===== src/rtl/unsigned_sqrt_core.sv =====
// Iterative restoring square root: one result bit per cycle, two radicand bits consumed per cycle.
// Returns floor(sqrt(radicand)) and radicand - result^2 with a fixed latency and a one-cycle done pulse.
module unsigned_sqrt_core #(
  parameter int DATA_WIDTH = 32
) (
  input  logic                  clk,
  input  logic                  rst,
  input  logic                  start,
  input  logic [DATA_WIDTH-1:0] radicand,
  input  logic                  flush,
  output logic [DATA_WIDTH-1:0] result,
  output logic [DATA_WIDTH-1:0] remainder,
  output logic                  done,
  output logic                  busy
);

  localparam int HALF = DATA_WIDTH / 2;
  localparam int CW   = (HALF > 1) ? $clog2(HALF) : 1;
  localparam int RW   = HALF + 2;

  typedef enum logic [0:0] {S_IDLE = 1'b0, S_BUSY = 1'b1} state_t;

  state_t                state_q, state_d;
  logic [CW-1:0]         cnt_q, cnt_d;
  logic [DATA_WIDTH-1:0] rad_q, rad_d;
  logic [HALF-1:0]       q_q, q_d;
  logic [RW-1:0]         r_q, r_d;
  logic [DATA_WIDTH-1:0] result_q, result_d;
  logic [DATA_WIDTH-1:0] remainder_q, remainder_d;
  logic                  done_q, done_d;
  logic                  busy_q;
  logic [RW+1:0]         r_sh;
  logic [RW+1:0]         trial;

  // Next-state, datapath iteration and completion capture
  always_comb begin
    state_d     = state_q;
    cnt_d       = cnt_q;
    rad_d       = rad_q;
    q_d         = q_q;
    r_d         = r_q;
    result_d    = result_q;
    remainder_d = remainder_q;
    done_d      = 1'b0;
    // Widened by two bits so the compare below is exact regardless of r's top bits
    r_sh        = {r_q, rad_q[DATA_WIDTH-1 -: 2]};
    trial       = {2'b00, q_q, 2'b01};

    case (state_q)
      S_IDLE: begin
        if (start && !flush) begin
          state_d = S_BUSY;
          rad_d   = radicand;
          q_d     = '0;
          r_d     = '0;
          cnt_d   = CW'(HALF - 1);
        end else begin
          state_d = S_IDLE;
        end
      end
      S_BUSY: begin
        rad_d = {rad_q[DATA_WIDTH-3:0], 2'b00};
        if (r_sh >= trial) begin
          r_d = RW'(r_sh - trial);
          q_d = {q_q[HALF-2:0], 1'b1};
        end else begin
          r_d = RW'(r_sh);
          q_d = {q_q[HALF-2:0], 1'b0};
        end
        if (cnt_q == '0) begin
          state_d     = S_IDLE;
          result_d    = {{(DATA_WIDTH-HALF){1'b0}}, q_d};
          remainder_d = {{(DATA_WIDTH-HALF-1){1'b0}}, r_d[HALF:0]};
          done_d      = 1'b1;
        end else begin
          cnt_d = cnt_q - CW'(1);
        end
      end
      default: begin
        state_d = S_IDLE;
      end
    endcase

    // Abort wins over everything, including a completion on the same edge
    if (flush) begin
      state_d     = S_IDLE;
      done_d      = 1'b0;
      result_d    = result_q;
      remainder_d = remainder_q;
    end else begin
      done_d = done_d;
    end
  end

  // State and datapath registers with synchronous active-low reset
  always_ff @(posedge clk) begin
    if (!rst) begin
      state_q     <= S_IDLE;
      cnt_q       <= '0;
      rad_q       <= '0;
      q_q         <= '0;
      r_q         <= '0;
      result_q    <= '0;
      remainder_q <= '0;
      done_q      <= 1'b0;
      busy_q      <= 1'b0;
    end else begin
      state_q     <= state_d;
      cnt_q       <= cnt_d;
      rad_q       <= rad_d;
      q_q         <= q_d;
      r_q         <= r_d;
      result_q    <= result_d;
      remainder_q <= remainder_d;
      done_q      <= done_d;
      busy_q      <= (state_d == S_BUSY);
    end
  end

  assign result    = result_q;
  assign remainder = remainder_q;
  assign done      = done_q;
  assign busy      = busy_q;

endmodule


===== config.mk =====
export PLATFORM = sky130hd
export DESIGN_NAME = unsigned_sqrt_core
export DESIGN_NICKNAME = d
export VERILOG_FILES = /design/src/rtl/unsigned_sqrt_core.sv
export SDC_FILE = /design/constraint.sdc
export NUM_CORES = 1
export LEC_CHECK = 0
export ABC_AREA = 1
export CAP_MARGIN = 40
export CORE_MARGIN = 2
export CORE_UTILIZATION = 47
export CTS_CLUSTER_DIAMETER = 50
export DETAILED_ROUTE_END_ITERATION = 8
export PLACE_DENSITY = 0.72
export RECOVER_POWER = 100
export SLEW_MARGIN = 20
export SYNTH_ARGS = -nofsm -noshare
export SYNTH_HDL_FRONTEND = slang
export SYNTH_SLANG_ARGS = --single-unit

===== constraint.sdc =====
create_clock -name clk -period 2.8 [get_ports clk]
set_clock_uncertainty 0.1 [all_clocks]
set_input_delay 0.42 -clock clk [delete_from_list [all_inputs] [get_ports clk]]
set_output_delay 0.42 -clock clk [all_outputs]
set_load 0.02 [all_outputs]

## Word level (Yosys, flattened, before mapping)

Cells that the tools add are included.

| storage, ports and cells | value |
|---|---|
| bits of input ports | 36 |
| register bits | 105 |
| word-level logic and storage cells | 38 |
| output and inout bits | 66 |

| operators by class | value |
|---|---|
| $lt $le $gt $ge | 1 |
| $add $sub $neg | 2 |
| reductions and logical operators | 7 |
| muxes and demuxes | 15 |
| equal/unequal tests | 2 |
| bitwise gates (word level) | 3 |

Operators by type and width:

| kind | number |
|---|---|
| case mux 32 bit (2 select lines) | 1 |
| 2-to-1 mux 18 bit | 2 |
| case mux 18 bit (2 select lines) | 1 |
| 2-to-1 mux 32 bit | 1 |
| case mux 16 bit (2 select lines) | 1 |
| >= comparator 20 x 18 -> 1 bit | 1 |
| subtractor 18 bit | 1 |
| 2-to-1 mux 16 bit | 1 |
| 2-to-1 mux 4 bit | 2 |
| case mux 4 bit (2 select lines) | 1 |
| logical NOT 4 bit | 1 |
| 2-to-1 mux 1 bit | 4 |
| inequality test 2 bit, second input constant | 2 |
| subtractor 4 x 1 -> 4 bit, second input constant | 1 |
| NOT 1 bit | 3 |
| AND reduction 3 bit | 1 |
| OR reduction 3 bit | 1 |
| case mux 1 bit (2 select lines) | 1 |
| AND reduction 2 bit | 1 |
| OR reduction 2 bit | 1 |
| logical AND 1 bit | 1 |
| logical NOT 1 bit | 1 |

## Logic depth before layout (Yosys ltp)

| logic depth | value |
|---|---|
| word-level depth | 4 |
| mapped depth | 16 |
| mapped depth without buffers | 16 |

## Least setup slack after synthesis

No wires, ideal clock.

| timing path | value |
|---|---|
| kind | register to register |
| start point | reg q_q[14] |
| end point | reg remainder_q[16] (netlist: remainder[16]) |
| buffers on the path | 1 |
| required time | 2.584 ns |
| slack | 0.836 ns |
| clock period less this slack | 1.964 ns |
| arrival time | 1.748 ns |
| stages on the path, launching flop included | 14 |
| library setup time | 0.116 ns |
| path through | dfxtp_1 -> inv_1 -> ha_1 -> nand2_1 -> inv_1 -> nand2_2 -> inv_1 -> a21oi_1 -> nand4_2 -> buf_6 -> nand2_1 -> nand2_1 -> o21ai_0 -> inv_1 |

| between the ends | value |
|---|---|
| cells in the longest elaborated chain, start to end | 2 |
| elaborated cells on any way between the ends | 3 |
| classes of those cells | add/sub (1); order compare (1); mux (1) |

RTL lines:

| item | RTL line | RTL |
|---|---|---|
| from (decl) | 26 | `logic [HALF-1:0] q_q, q_d;` |
| from (signal assigned) | 111 | `q_q <= q_d;` |
| subtractor 18 bit or >= comparator 20 x 18 -> 1 bit (tied branches) | 64, 63 |  |
| 2-to-1 mux 18 bit * | 63 | `if (r_sh >= trial) begin` |
| to (signal assigned) | 114 | `remainder_q <= remainder_d;` |
| to (decl) | 29 | `logic [DATA_WIDTH-1:0] remainder_q, remainder_d;` |

Every way passes the cells marked *; elsewhere a longest branch is shown, timed or not.
A chain may end at the register's enable or synchronous reset.

## Worst setup path in the final report

| timing path | value |
|---|---|
| start point | in rst |
| end point | reg q_q[0] |

RTL lines:

| item | RTL line | RTL |
|---|---|---|
| from (decl) | 7 | `input logic rst,` |

No word-level cell between the ends.

==> results.ini <==
[detailed_routing]
vias = 5329
firstDrtPassIters = 5
antenna_left = 0
drtIter0Drc = 304
drc = 0
wl_um = 14400
vias_per_cell = 4.88
routedWlPerCell_um = 13.2

[global_routing]
gr-total-overflow = 0
antenna_found_initial = 0
grt_pass1_wl_um = 23300
grt_max_degree = 42
grt_pass1_vias = 4880
grt_use_total = 0.222

[yosys]
netlist_instances = 866
synth_top_area_frac = 0.359
yosysSeqAreaShare = 0.359
synth.distinct_cells = 39
synth_top_area_cell = dfxtp_1
netlist_area_um2 = 5860
async_flop_share = 0
synth_edf_count = 0
ys_ff_latch = 105
synth_flop_cell = dfxtp_1
yosys-top-cells-area = dfxtp_1 (36%), nand2_1 (18%), inv_1 (6.2%)
ys_warn_count = 0
avgSynthCellArea_um2 = 6.77

[hold_path]
hp-class = flip-flop to flip-flop
hold_start = rad_q[0]

[run]
cap_violations = 0

[cts]
tritoncts = built
cts_sinks = 105
post_cts_resized = 0
cts_hold_buf = 0
post_cts_buffers = 0
cts_buffer_depth = 2
insertion_delay_ps = 360
htreeDepth = 3
path_clk_slew_ps = 70
cts_root_buf = clkbuf_16
cts-buffers-inserted = 9

[timing]
max_slew_margin = 0.320
tightest_slew_ps = 1020
slew_violations = 0
finalSetupViolCount = 0
setup-tns-final_ps = 0
setup_ws_ps = 302
max_freq_mhz = 400
rsz0062_at_grt = no
hold_viol = 0
period_share = 0.892
min_period_ps = 2500

[layout]
drive_gt1_frac = 0.0736
nets = 977
most-common-layout-cells = nand2_1 (299), dfxtp_1 (104), inv_1 (99)
area.growth.synth_to_final_pct = 15.8
diodes = 0
n_fill_cell = 1212
mostFrequentLayoutCell = nand2_1

[placement]
io_buffers = 70
pre_cts_ws_ps = 426
dp_hpwl_um = 10800
gp_congestion = 0.964

[worst_setup_path]
criticalPathCategory = input port to flip-flop
r2r_start = q_q[14]
startpoint_type = input port
crit_required_ps = 2890
crit_fanout = 25
cp-end-kind = flip-flop
crit_family = buffers and inverters
worstPathCellList = dlygate4sd3_1 -> inv_1 -> clkbuf_1 -> a21oi_1
slowest_stage = clkbuf_1
critPathArrivalTime_ps = 2590
path_buf_inv = 3
crit_start = rst
slowest_delay_ps = 830

[floorplanning]
fp-row-count = 40
initial_utilization = 0.484
fp.dieH_um = 116
die-area_um2 = 13400
io_pins = 102
die_w_um = 116
coreArea_um2 = 12100

[power_and_ir_drop]
vdd_ir_drop_max_mv = 0.356
p_leak_nw = 3.12
p_per_area_nw_per_um2 = 636

[status]
outcome = finished clean

worst paths after layout:
check	end	cells past startpoint	slack [ps]
setup / recovery	q_q[0]	4	300
hold / removal	rad_q[0]	2	360
setup reg to reg	remainder[13]	13	310
hold reg to reg	rad_q[0]	2	360
where the power goes:
part / total, mW / internal, mW / switching, mW
sequential: 1.59 / 1.55 / 0.0444
clock: 1.16 / 0.616 / 0.548
combinational: 1.56 / 0.505 / 1.05
total: 4.31 / 2.67 / 1.64
final cells by class:
class / count / area, um^2 / area share
Timing Repair Buffer: 86 / 813 / 0.120
Inverter: 105 / 394 / 0.0581
Sequential cell: 105 / 2100 / 0.310
Tap cell: 168 / 210 / 0.0310
Multi-Input combinational cell: 615 / 3010 / 0.443
Clock buffer: 11 / 243 / 0.0358
Clock inverter: 2 / 16.3 / 0.00240
logic make-up (layout without fill, tap and decap cells):
kind of cell,after synthesis,after routing,share of synthesized area
and+or+nand+nor,418,418,0.315
buffers and inverters,176,204,0.142
xor gates and xnor gates,7,7,0.0105
AOI/OAI and AO/OA,140,140,0.133
other,1,31,0.000640
adders and majority gates,19,19,0.0406
DFF,105,105,0.359
through the flow:
stage	hold WS, ps	cells	instance area (um^2)	power [mW]	utilization
after floorplan	340	896	5970	2.96	-
after global placement	352	1079	6580	3.23	0.544
after detailed placement	358	1079	6580	3.25	0.544
after CTS	367	1092	6840	4.41	0.565
after global routing	390	1092	6790	4.60	0.560
final	364	1092	6790	4.31	0.560
Yosys cell counts, types with 4 or more instances:
| cell | number |
|---|---|
| a21oi_1 | 64 |
| a31oi_1 | 29 |
| buf_2 | 12 |
| buf_4 | 32 |
| clkbuf_1 | 22 |
| dfxtp_1 | 105 |
| ha_1 | 19 |
| inv_1 | 97 |
| inv_2 | 6 |
| nand2_1 | 288 |
| nand2_2 | 26 |
| nand3_1 | 23 |
| nand3_2 | 12 |
| nand3b_1 | 4 |
| nor2_1 | 47 |
| nor3_1 | 6 |
| o21ai_0 | 27 |
| o21ai_1 | 9 |
| xor2_1 | 6 |
layer usage:
| metal | routed length (um) | GRT usage |
|---|---|---|
| met1 | 6280 | 0.286 |
| met5 | 0 | 0 |
| met2 | 6850 | 0.366 |
| met4 | 506 | 0.103 |
| met3 | 775 | 0.0361 |
worst register-to-register path, stage by stage (launching register included):
cell,delay [ps]
dfxtp_1,340
inv_1,80
ha_1,370
nand2_1,90
inv_1,40
nand2_1,170
inv_1,130
a21oi_1,200
nand4_2,250
buf_4,260
nand2_1,80
nand2_2,60
o21ai_0,140
inv_1,60
sequential cells by signal, summed over array words and instances (netlist names):
name       count
busy           1
rad_q         32
r_q           18
cnt_q          4
result        16
q_q           16
remainder     17
done           1
Power figures use the tool's default switching activity.
